[config.mk]
export PLATFORM = sky130hd
export DESIGN_NAME = interrupt_controller
export DESIGN_NICKNAME = d
export VERILOG_FILES = /design/src/rtl/interrupt_controller.sv
export SDC_FILE = /design/constraint.sdc
export NUM_CORES = 1
export LEC_CHECK = 0
export ABC_AREA = 1
export CAP_MARGIN = 20
export CORE_MARGIN = 5
export CORE_UTILIZATION = 48
export DETAILED_ROUTE_END_ITERATION = 8
export GPL_ROUTABILITY_DRIVEN = 0
export GPL_TIMING_DRIVEN = 0
export PLACE_DENSITY = 0.81
export SETUP_SLACK_MARGIN = 0.5
export SYNTH_ARGS = -nofsm -noshare
export SYNTH_HDL_FRONTEND = slang
export SYNTH_SLANG_ARGS = --single-unit
export TNS_END_PERCENT = 100
[constraint.sdc]
create_clock -name clk -period 1.84 [get_ports clk]
set_input_delay 0.276 -clock clk [delete_from_list [all_inputs] [get_ports clk]]
set_output_delay 0.276 -clock clk [all_outputs]
set_load 0.05 [all_outputs]
[src/rtl/interrupt_controller.sv]
// interrupt_controller: edge-captured, maskable, lowest-index-first interrupt
// source. Drives a one-cycle request pulse to jump control and blocks nesting
// until the handler's RET, since only one return address is held downstream.
module interrupt_controller #(
   parameter int N_SRC     = 8,
   parameter int ENTRY_CYC = 2
) (
   input  logic             clk,
   input  logic             reset,
   input  logic [N_SRC-1:0] irq_in,
   input  logic [5:0]       op,
   input  logic             int_en,
   input  logic             mask_we,
   input  logic [N_SRC-1:0] mask_wdata,
   output logic             interrupt,
   output logic [3:0]       irq_id,
   output logic             in_service,
   output logic [N_SRC-1:0] pending,
   output logic [N_SRC-1:0] mask
);

   localparam logic [5:0]       OP_RET  = 6'b010000;
   localparam int               CW      = (ENTRY_CYC > 1) ? $clog2(ENTRY_CYC) : 1;
   localparam logic [N_SRC-1:0] SRC_ONE = {{(N_SRC-1){1'b0}}, 1'b1};

   typedef enum logic [2:0] {
      S_IDLE, S_ARMED, S_ENTRY, S_SERVICE, S_COOLDOWN
   } state_t;

   state_t           state_q, state_d;
   logic [CW-1:0]    cnt_q, cnt_d;
   logic [3:0]       irq_id_q, irq_id_d;
   logic             in_service_q, in_service_d;
   logic [N_SRC-1:0] pending_q, pending_d;
   logic [N_SRC-1:0] mask_q, mask_d;
   logic [N_SRC-1:0] irq_q, irq_d;

   logic [N_SRC-1:0] edge_vec, eligible, clr_vec;
   logic [3:0]       win_id;
   logic             win_vld;
   logic             ctl_op;

   // Control-transfer ops: firing during one would corrupt the saved return address
   always_comb begin
      ctl_op = op inside {6'b011100, 6'b011101, 6'b011110, 6'b011111, 6'b011000, OP_RET};
   end

   // Edge detect and lowest-index-first arbitration over unmasked pending
   always_comb begin
      edge_vec = irq_in & ~irq_q;
      eligible = pending_q & ~mask_q;
      win_id   = '0;
      win_vld  = 1'b0;
      for (int i = N_SRC - 1; i >= 0; i--) begin
         if (eligible[i]) begin
            win_id  = 4'(i);
            win_vld = 1'b1;
         end
      end
   end

   // Pulse only while armed and the current op is safe to interrupt
   always_comb begin
      interrupt = (state_q == S_ARMED) && !ctl_op;
   end

   // Next-state: handshake FSM, pending set/clear (set wins), mask and edge history
   always_comb begin
      state_d      = state_q;
      cnt_d        = cnt_q;
      irq_id_d     = irq_id_q;
      in_service_d = in_service_q;
      clr_vec      = '0;
      unique case (state_q)
         S_IDLE: begin
            if (win_vld && int_en) begin
               state_d  = S_ARMED;
               irq_id_d = win_id;
            end
         end
         S_ARMED: begin
            if (!ctl_op) begin
               state_d      = S_ENTRY;
               in_service_d = 1'b1;
               cnt_d        = CW'(ENTRY_CYC - 1);
               clr_vec      = SRC_ONE << irq_id_q;
            end
         end
         S_ENTRY: begin
            if (cnt_q == '0) state_d = S_SERVICE;
            else             cnt_d   = cnt_q - CW'(1);
         end
         S_SERVICE: begin
            if (op == OP_RET) begin
               state_d      = S_COOLDOWN;
               in_service_d = 1'b0;
            end
         end
         S_COOLDOWN: state_d = S_IDLE;
         default:    state_d = S_IDLE;
      endcase
      pending_d = (pending_q & ~clr_vec) | edge_vec;
      mask_d    = mask_we ? mask_wdata : mask_q;
      irq_d     = irq_in;
   end

   // State registers with synchronous reset; reset masks every source
   always_ff @(posedge clk) begin
      if (reset) begin
         state_q      <= S_IDLE;
         cnt_q        <= '0;
         irq_id_q     <= '0;
         in_service_q <= 1'b0;
         pending_q    <= '0;
         mask_q       <= '1;
         irq_q        <= '0;
      end else begin
         state_q      <= state_d;
         cnt_q        <= cnt_d;
         irq_id_q     <= irq_id_d;
         in_service_q <= in_service_d;
         pending_q    <= pending_d;
         mask_q       <= mask_d;
         irq_q        <= irq_d;
      end
   end

   assign irq_id     = irq_id_q;
   assign in_service = in_service_q;
   assign pending    = pending_q;
   assign mask       = mask_q;

endmodule

==> summary.md, run 1 <==
| Metric | Value |
|---|---|
| Outcome | finished, final reports clean |
| Layout overhead on the synthesized area | 42.5% |
| GRT Total Usage | 0.190 |
| Post-synthesis cell type count | 25 |
| Internal cell power | about 1.1 mW |
| Library cell with the highest instance count after synthesis | nand2_1 |
| Worst path cell trace | inv_2 > nor3_4 > nand2_2 > buf_6 > clkinvlp_4 > buf_8 |
| Max-capacitance violation count | 0 |
| Actual transition at the worst max-transition pin | 585 ps |
| Total power after layout | about 1.8 mW |
| Flip-flop and latch count after synthesis | 32 |
| Average cell area after synthesis | 7.57 µm² |
| Number of vias per cell after detailed routing | 5.13 |
| Layout Nets | 277 |
| Number of detailed-routing iterations run before antenna repair | 4 |
| Syn Inst Count | 189 |
| Die area | 0.00417 mm² |
| Fill cell count | 231 |
| Overall die width | roughly 65 µm |
| Final cell area excluding filler cells | 0.00204 mm² |
| Crit-path max FO | 2 |
| Clock Tree Buf Depth | 2 |
| Detailed-route DRC error count | 0 |
| Worst Setup Path Type | register to output pin |
| Antenna violations before repair | 0 |
| Clk sinks | 32 |
| Via total after detailed routing | ~1,400 |
| Final hold violations | 0 |
| Number of core rows | 19 |
| Total CTS buffers | 5 |
| Ratio of total power to cell area | 893 mW/mm² |
| Worst min-delay path class | input pin to register |
| Top-area cell type share of the netlist area | 0.448 |
| Average routed wire per standard cell | 13.8 µm |
| Vertical extent of the die | roughly 65 µm |
| I/O Buffers | 46 |
| Maximum ir drop on the vdd rail | 0.587 mV |
| Detailed-route wire length | 3.88 mm |
| Most common library cells after synthesis | nand2_1, dfxtp_1, inv_1 |
| Portion of the post-synthesis area used by sequential elements | 0.448 |
| Grt ovf | 0 |
| Initial standard-cell utilization of the core | 0.510 |
| Met2 layer usage reported by global route | 0.339 |
| Clock-pin slew on the worst setup and hold paths | 90 ps |
| Maximum number of pins on one net before global-route repair | 11 |
| Library cell occupying the most area in the post-synthesis netlist | dfxtp_1 |
| Crit path launch type | register |
| Post-synth ARST share | 0 |
| Global-route wire length before repair | 6.15 mm |
| Switching part of the total | 0.377 |
| Fraction of layout cells with a size suffix above 1 | 0.394 |
| Crit path required time | 1560 ps |
| TritonCTS clock tree | yes |
| Antenna diode instance count | 0 |
| Proportion of power drawn by flip-flops and latches | 0.450 |
| Max Freq | 0.622 GHz |
| Post-DP HPWL | roughly 2.6 mm |
| Via count of the first global-routing pass | 1,424 |
| Total of endpoints with negative setup slack in the final report | 0 |
| Number of synthesized flops with an enable pin | 0 |
| Largest incremental delay on the critical path | about 350 ps |
| Fin. max-slew vios | 0 |
| Top flip-flop cell by instance count after synthesis | dfxtp_1 |
| Data arrival time of the critical path | 1330 ps |
| Fin Clk Skew | 6.47 ps |
| Final critical delay including setup and external delays | 1610 ps |
| Initial DRC Count | 89 |
| Syn Std Cell Area | 0.00143 mm² |
| Top area cells in the synthesized netlist | dfxtp_1, nand2_1, inv_1 |
| Net count after synthesis | 215 |
| Post-route antenna net violation count | 0 |
| Area of the core | 0.00281 mm² |
| Post-placement cell area | approximately 0.0020 mm² |
| Combinational power share | 0.350 |
| Setup repair after global routing missed its margin | yes |
| Leakage | between 1 and 1.5 nW |
| Number of top-level design ports | between 40 and 50 |
| Worst setup EP type | output pin |
| Slowest cell on the critical path | dfxtp_2 |
| Sum of negative setup slack | 0 ps |
| GR Util met3 | 0.0604 |
| H-tree depth | 2 |
| Most congested layer reported by global routing | met2 |
| Global routing met1 resource utilization | 0.208 |
| Relative max-transition margin | 0.610 |
| Synth warn | 0 |
| Reported net switching power | 688 µW |
| Count of hold buffers inserted by post-cts repair | 0 |
| CTS root buf | clkbuf_4 |
| Period utilisation layout | 0.874 |
| Worst skew pair latency | approximately 330 ps |
| Clock power frac | 0.200 |
==> worst max-delay path: cells and delay by family (launching register included) <==
family,cells,cell delay [ps]
flops,1,350
buf+inv,4,390
simple gates,2,270
==> sequential cells by signal (all words and copies together) (netlist names) <==
signal      count
pending         8
irq_id          3
mask            8
irq_q           8
cnt_q           1
in_service      1
state_q         3
==> per-stage QoR <==
stage | utilization | worst slack, ps | hold WS [ps] | std cells
floorplan | - | 530 | 376 | 189
detailed placement | 0.697 | -570 | 421 | 266
global route | 0.727 | 169 | 435 | 282
CTS | 0.727 | 226 | 435 | 280
finish | 0.727 | 231 | 394 | 282
global placement | 0.697 | -555 | 414 | 266
==> cells in the final DEF, fill, tap and decap left out <==
| cell type | count |
|---|---|
| nand2_1 | 39 |
| dfxtp_2 | 20 |
| clkdlybuf4s15_2 | 4 |
| clkbuf_1 | 3 |
| o22ai_2 | 7 |
| nor3_4 | 1 |
| dlymetal6s2s_1 | 2 |
| clkbuf_2 | 3 |
| buf_8 | 1 |
| buf_2 | 14 |
| buf_4 | 13 |
| o21ai_1 | 1 |
| clkinvlp_4 | 1 |
| dfxtp_1 | 12 |
| nand4_1 | 1 |
| a21oi_2 | 1 |
| conb_1 | 1 |
| nor2_1 | 9 |
| buf_6 | 1 |
| a21oi_1 | 13 |
| clkdlybuf4s50_1 | 19 |
| inv_1 | 25 |
| nor2_2 | 2 |
| nand2_2 | 6 |
| clkbuf_4 | 5 |
| o22ai_1 | 1 |
| o21ai_0 | 11 |
| clkinv_1 | 1 |
| nor2_4 | 2 |
| clkinv_2 | 1 |
| clkdlybuf4s15_1 | 1 |
| o21bai_1 | 1 |
| o21ai_2 | 8 |
| nor3_1 | 1 |
| inv_2 | 6 |
| nand3_1 | 11 |
| nand3_2 | 3 |
==> cells by family after synthesis <==
logic type             Yosys count  share of synthesized area
DFF                             32                      0.448
and+or+nand+nor                 75                      0.233
other                            1                    0.00262
buffers and inverters           38                      0.108
AOI/OAI and AO/OA               43                      0.208
==> metal layers <==
layer | wire length (µm) | vias to the layer above
met2 | 1910 | 42
met5 | 0 | -
met4 | 119 | 0
met3 | 215 | 14
li1 | - | 725
met1 | 1640 | 667
==> worst paths after layout <==
kind / from / to / slack, ps / depth (start not counted)
hold reg to reg: irq_q[5]$_SDFF_PP0_ / pending[5]$_SDFF_PP0_ / 430 / 1
setup reg to reg: state_q[0]$_SDFFE_PP0P_ / pending[3]$_SDFF_PP0_ / 520 / 7
hold / removal: op[5] / in_service$_SDFFE_PP0P_ / 390 / 5
setup / recovery: state_q[0]$_SDFFE_PP0P_ / interrupt / 230 / 6
==> power groups by stage <==
stage                     Combinational, mW  Clock, mW  Sequential (mW)
after floorplan                       0.246          0            0.975
after global placement                0.586          0            0.832
after detailed placement              0.594          0            0.832
after CTS                             0.608      0.374            0.817
after global routing                  0.684      0.407            0.828
final                                 0.637      0.365            0.820
==> cell type report <==
type	instances	area [µm²]	area share
plain buffers	5	31.3	0.0153
multi-input cells	119	674	0.331
flip-flops and latches	32	666	0.326
clock buffers	6	41.3	0.0202
repair buffers	55	455	0.223
clock inverters	1	5.00	0.00245
well taps	31	38.8	0.0190
inverters	33	128	0.0626
==> repair_timing <==
item | in CTS | in global routing
endpoints found under the hold margin | 0 | 0
endpoints found under the setup margin | 21 | 20
setup buffers | 7 | 2
resized for setup | 98 | 36
pin swaps | 2 | 10
Note: power is estimated with default switching activity, not from simulation.
==> run 2, diff against run 1 <==
--- a/config.mk
+++ b/config.mk
@@ -10,7 +10,6 @@
 export CORE_MARGIN = 5
 export CORE_UTILIZATION = 48
 export DETAILED_ROUTE_END_ITERATION = 8
-export GPL_ROUTABILITY_DRIVEN = 0
 export GPL_TIMING_DRIVEN = 0
 export PLACE_DENSITY = 0.81
 export SETUP_SLACK_MARGIN = 0.5
==> results of run 2 <==
Final layout, timing and power as in run 1 (identical DEF).
==> run 3, diff against run 2 <==
--- a/config.mk
+++ b/config.mk
@@ -8,10 +8,11 @@
 export ABC_AREA = 1
 export CAP_MARGIN = 20
 export CORE_MARGIN = 5
-export CORE_UTILIZATION = 48
+export CORE_UTILIZATION = 45
 export DETAILED_ROUTE_END_ITERATION = 8
 export GPL_TIMING_DRIVEN = 0
-export PLACE_DENSITY = 0.81
+export HOLD_SLACK_MARGIN = 0.15
+export PLACE_DENSITY = 0.76
 export SETUP_SLACK_MARGIN = 0.5
 export SYNTH_ARGS = -nofsm -noshare
 export SYNTH_HDL_FRONTEND = slang
==> constraint.sdc (replaced) <==
create_clock -name clk -period 1.7 [get_ports clk]
set_input_delay 0.255 -clock clk [delete_from_list [all_inputs] [get_ports clk]]
set_output_delay 0.255 -clock clk [all_outputs]
set_load 0.05 [all_outputs]
==> summary.md, run 3 (synthesis gave the netlist of run 1 again) <==
| Metric | Value |
|---|---|
| Fin. max-slew vios | 0 |
| Antenna violations before repair | 0 |
| Switching part of the total | 0.381 |
| Area of the core | 0.00305 mm² |
| Die area | 0.00441 mm² |
| Vertical extent of the die | 66.4 µm |
| Post-DP HPWL | ~2.8 mm |
| Detailed-route DRC error count | 0 |
| Ratio of total power to cell area | 907 mW/mm² |
| Setup repair after global routing missed its margin | yes |
| Grt ovf | 0 |
| Cell mode on critical path | buf_8 |
| Antenna diode instance count | 0 |
| Internal cell power | 1.30 mW |
| Via total after detailed routing | 1,493 |
| Final hold violations | 0 |
| H-tree depth | 2 |
| Via count of the first global-routing pass | 1,458 |
| Maximum number of pins on one net before global-route repair | 11 |
| Worst skew pair latency | between 300 and 400 ps |
| Number of vias per cell after detailed routing | 4.94 |
| Worst setup EP type | output pin |
| Slack of the critical path | 125 ps |
| Total of endpoints with negative setup slack in the final report | 0 |
| Layout Nets | 283 |
| Fraction of layout cells with a size suffix above 1 | 0.554 |
| Multi-input gate area in the final layout | between 700 and 800 µm² |
| Period utilisation layout | 0.926 |
| TritonCTS clock tree | yes |
| Combinational power share | 0.381 |
| I/O Buffers | 46 |
| Initial standard-cell utilization of the core | 0.469 |
| Largest incremental delay on the critical path | 370 ps |
| Fill cell count | 237 |
| Crit-path max FO | 3 |
| Number of top-level design ports | 48 |
| Fin Clk Skew | around 9.8 ps |
| Commonest non-fill, non-tap cell in the layout | buf_4 |
| Leakage | 1.07 nW |
| Crit path required time | between 1000 and 1500 ps |
| Clock power frac | 0.193 |
| Clk sinks | 32 |
| GPL Wtd Cong | between 0.9 and 1 |
| Number of core rows | 20 |
| Number of detailed-routing iterations run before antenna repair | 4 |
| WP buf/inv | 4 |
| Layout overhead on the synthesized area | 62.2% |
| Post-route antenna net violation count | 0 |
| Non-filler cells, final | 302 |
| Crit path launch type | register |
| Worst Setup Path Type | register to output pin |
| Overall die width | 66.4 µm |
| Total CTS buffers | 5 |
| Average routed wire per standard cell | 13.5 µm |
| Final cell area excluding filler cells | between 0.002 and 0.0025 mm² |
| Maximum ir drop on the vdd rail | 0.516 mV |
| Slowest cell on the critical path | dfxtp_2 |
| Initial DRC Count | 68 |
| Clock Tree Buf Depth | 2 |
| Pre-CTS WS | -700 ps |
| Max-capacitance violation count | 0 |
| Global-route wire length before repair | about 6.4 mm |
| Clock-pin slew on the worst setup and hold paths | 90 ps |
| Detailed-route wire length | 4.08 mm |
| Final critical delay including setup and external delays | 1570 ps |
| Reported net switching power | 802 µW |
| Top library cells by usage in the layout, fill and taps aside | buf_4, nand2_1, dfxtp_4 |
| Worst min-delay path class | input pin to register |
| Outcome | finished, final reports clean |
| Flip-flop and latch area | 718 µm² |
| Data arrival time of the critical path | 1320 ps |
| CTS root buf | clkbuf_4 |
| Count of hold buffers inserted by post-cts repair | 0 |
| Kind of cell adding the most delay to the critical path | buffers and inverters |
| GRT Total Usage | 0.194 |
| Total placed cells including tap cells | roughly 280 |
| Total power after layout | 2.10 mW |
| Max Freq | 0.635 GHz |
| Util after Layout | 0.760 |
| Post-placement cell area | 0.00202 mm² |
| Worst path cell trace | inv_2 > nor3_4 > nand2_2 > buf_8 > clkinvlp_4 > buf_8 |
| Proportion of power drawn by flip-flops and latches | 0.426 |
[run 3: changes by cell type in the layout (fill, tap and decap cells not counted), moves of 4 or more]
cell,delta
buf_2,-8
buf_4,+12
buf_6,+9
dfxtp_2,-18
dfxtp_4,+20
inv_1,-8
inv_2,+6
nand2_1,-15
nand2_2,+11
nand2_4,+4
[run 3: per-stage QoR]
| step | hold WS, ps | setup TNS, ps |
|---|---|---|
| 4_1_cts | 357 | 0 |
| 2_1_floorplan | 354 | 0 |
| 5_1_grt | 446 | 0 |
| 6_report | 376 | 0 |
| 3_3_place_gp | 410 | -689 |
| 3_5_place_dp | 414 | -700 |
[run 3: area by class of cell]
type | instances | share of cell area
Multi-Input combinational cell | 119 | 0.338
Clock inverter | 1 | 0.00216
Tap cell | 44 | 0.0237
Inverter | 33 | 0.0577
Buffer | 5 | 0.0162
Timing Repair Buffer | 61 | 0.233
Clock buffer | 7 | 0.0194
Sequential cell | 32 | 0.309
[run 3: what timing repair did]
item | CTS | global route
gates resized for setup | 172 | 54
setup buffers | 9 | 6
endpoints found under the hold margin | 0 | 0
pin swaps | 15 | 17
setup endpoints to repair | 40 | 27
[run 3: path summary, 6_finish.rpt]
path	depth (start not counted)	slack, ps	endpoint	from
worst max-delay path	6	130	interrupt	state_q[0]$_SDFFE_PP0P_
worst min-delay path	5	380	in_service$_SDFFE_PP0P_	op[5]
worst max register to register	7	390	pending[3]$_SDFF_PP0_	state_q[0]$_SDFFE_PP0P_
worst min register to register	1	420	pending[5]$_SDFF_PP0_	irq_q[5]$_SDFF_PP0_
[run 3: power by group through the flow]
stage	sequential (mW)	combinational, mW	clock [mW]
2_1_floorplan	1.05	0.275	0
3_5_place_dp	0.898	0.654	0
4_1_cts	0.883	0.710	0.423
6_report	0.897	0.802	0.406
3_3_place_gp	0.895	0.646	0
5_1_grt	0.907	0.859	0.464
[run 3: layer usage]
metal  part of all wire  vias up  track usage
met5                  0        -            0
met4              0.019        0        0.102
met3              0.063       12       0.0646
met2               0.51       47        0.317
met1               0.41      685        0.222
li1                   -      749            -
[run 3: tightest hold or removal path: cells and delay by family]
kind / cells / cell delay, ps
compound gates: 2 / 190
simple gates: 2 / 130
buf+inv: 1 / 90
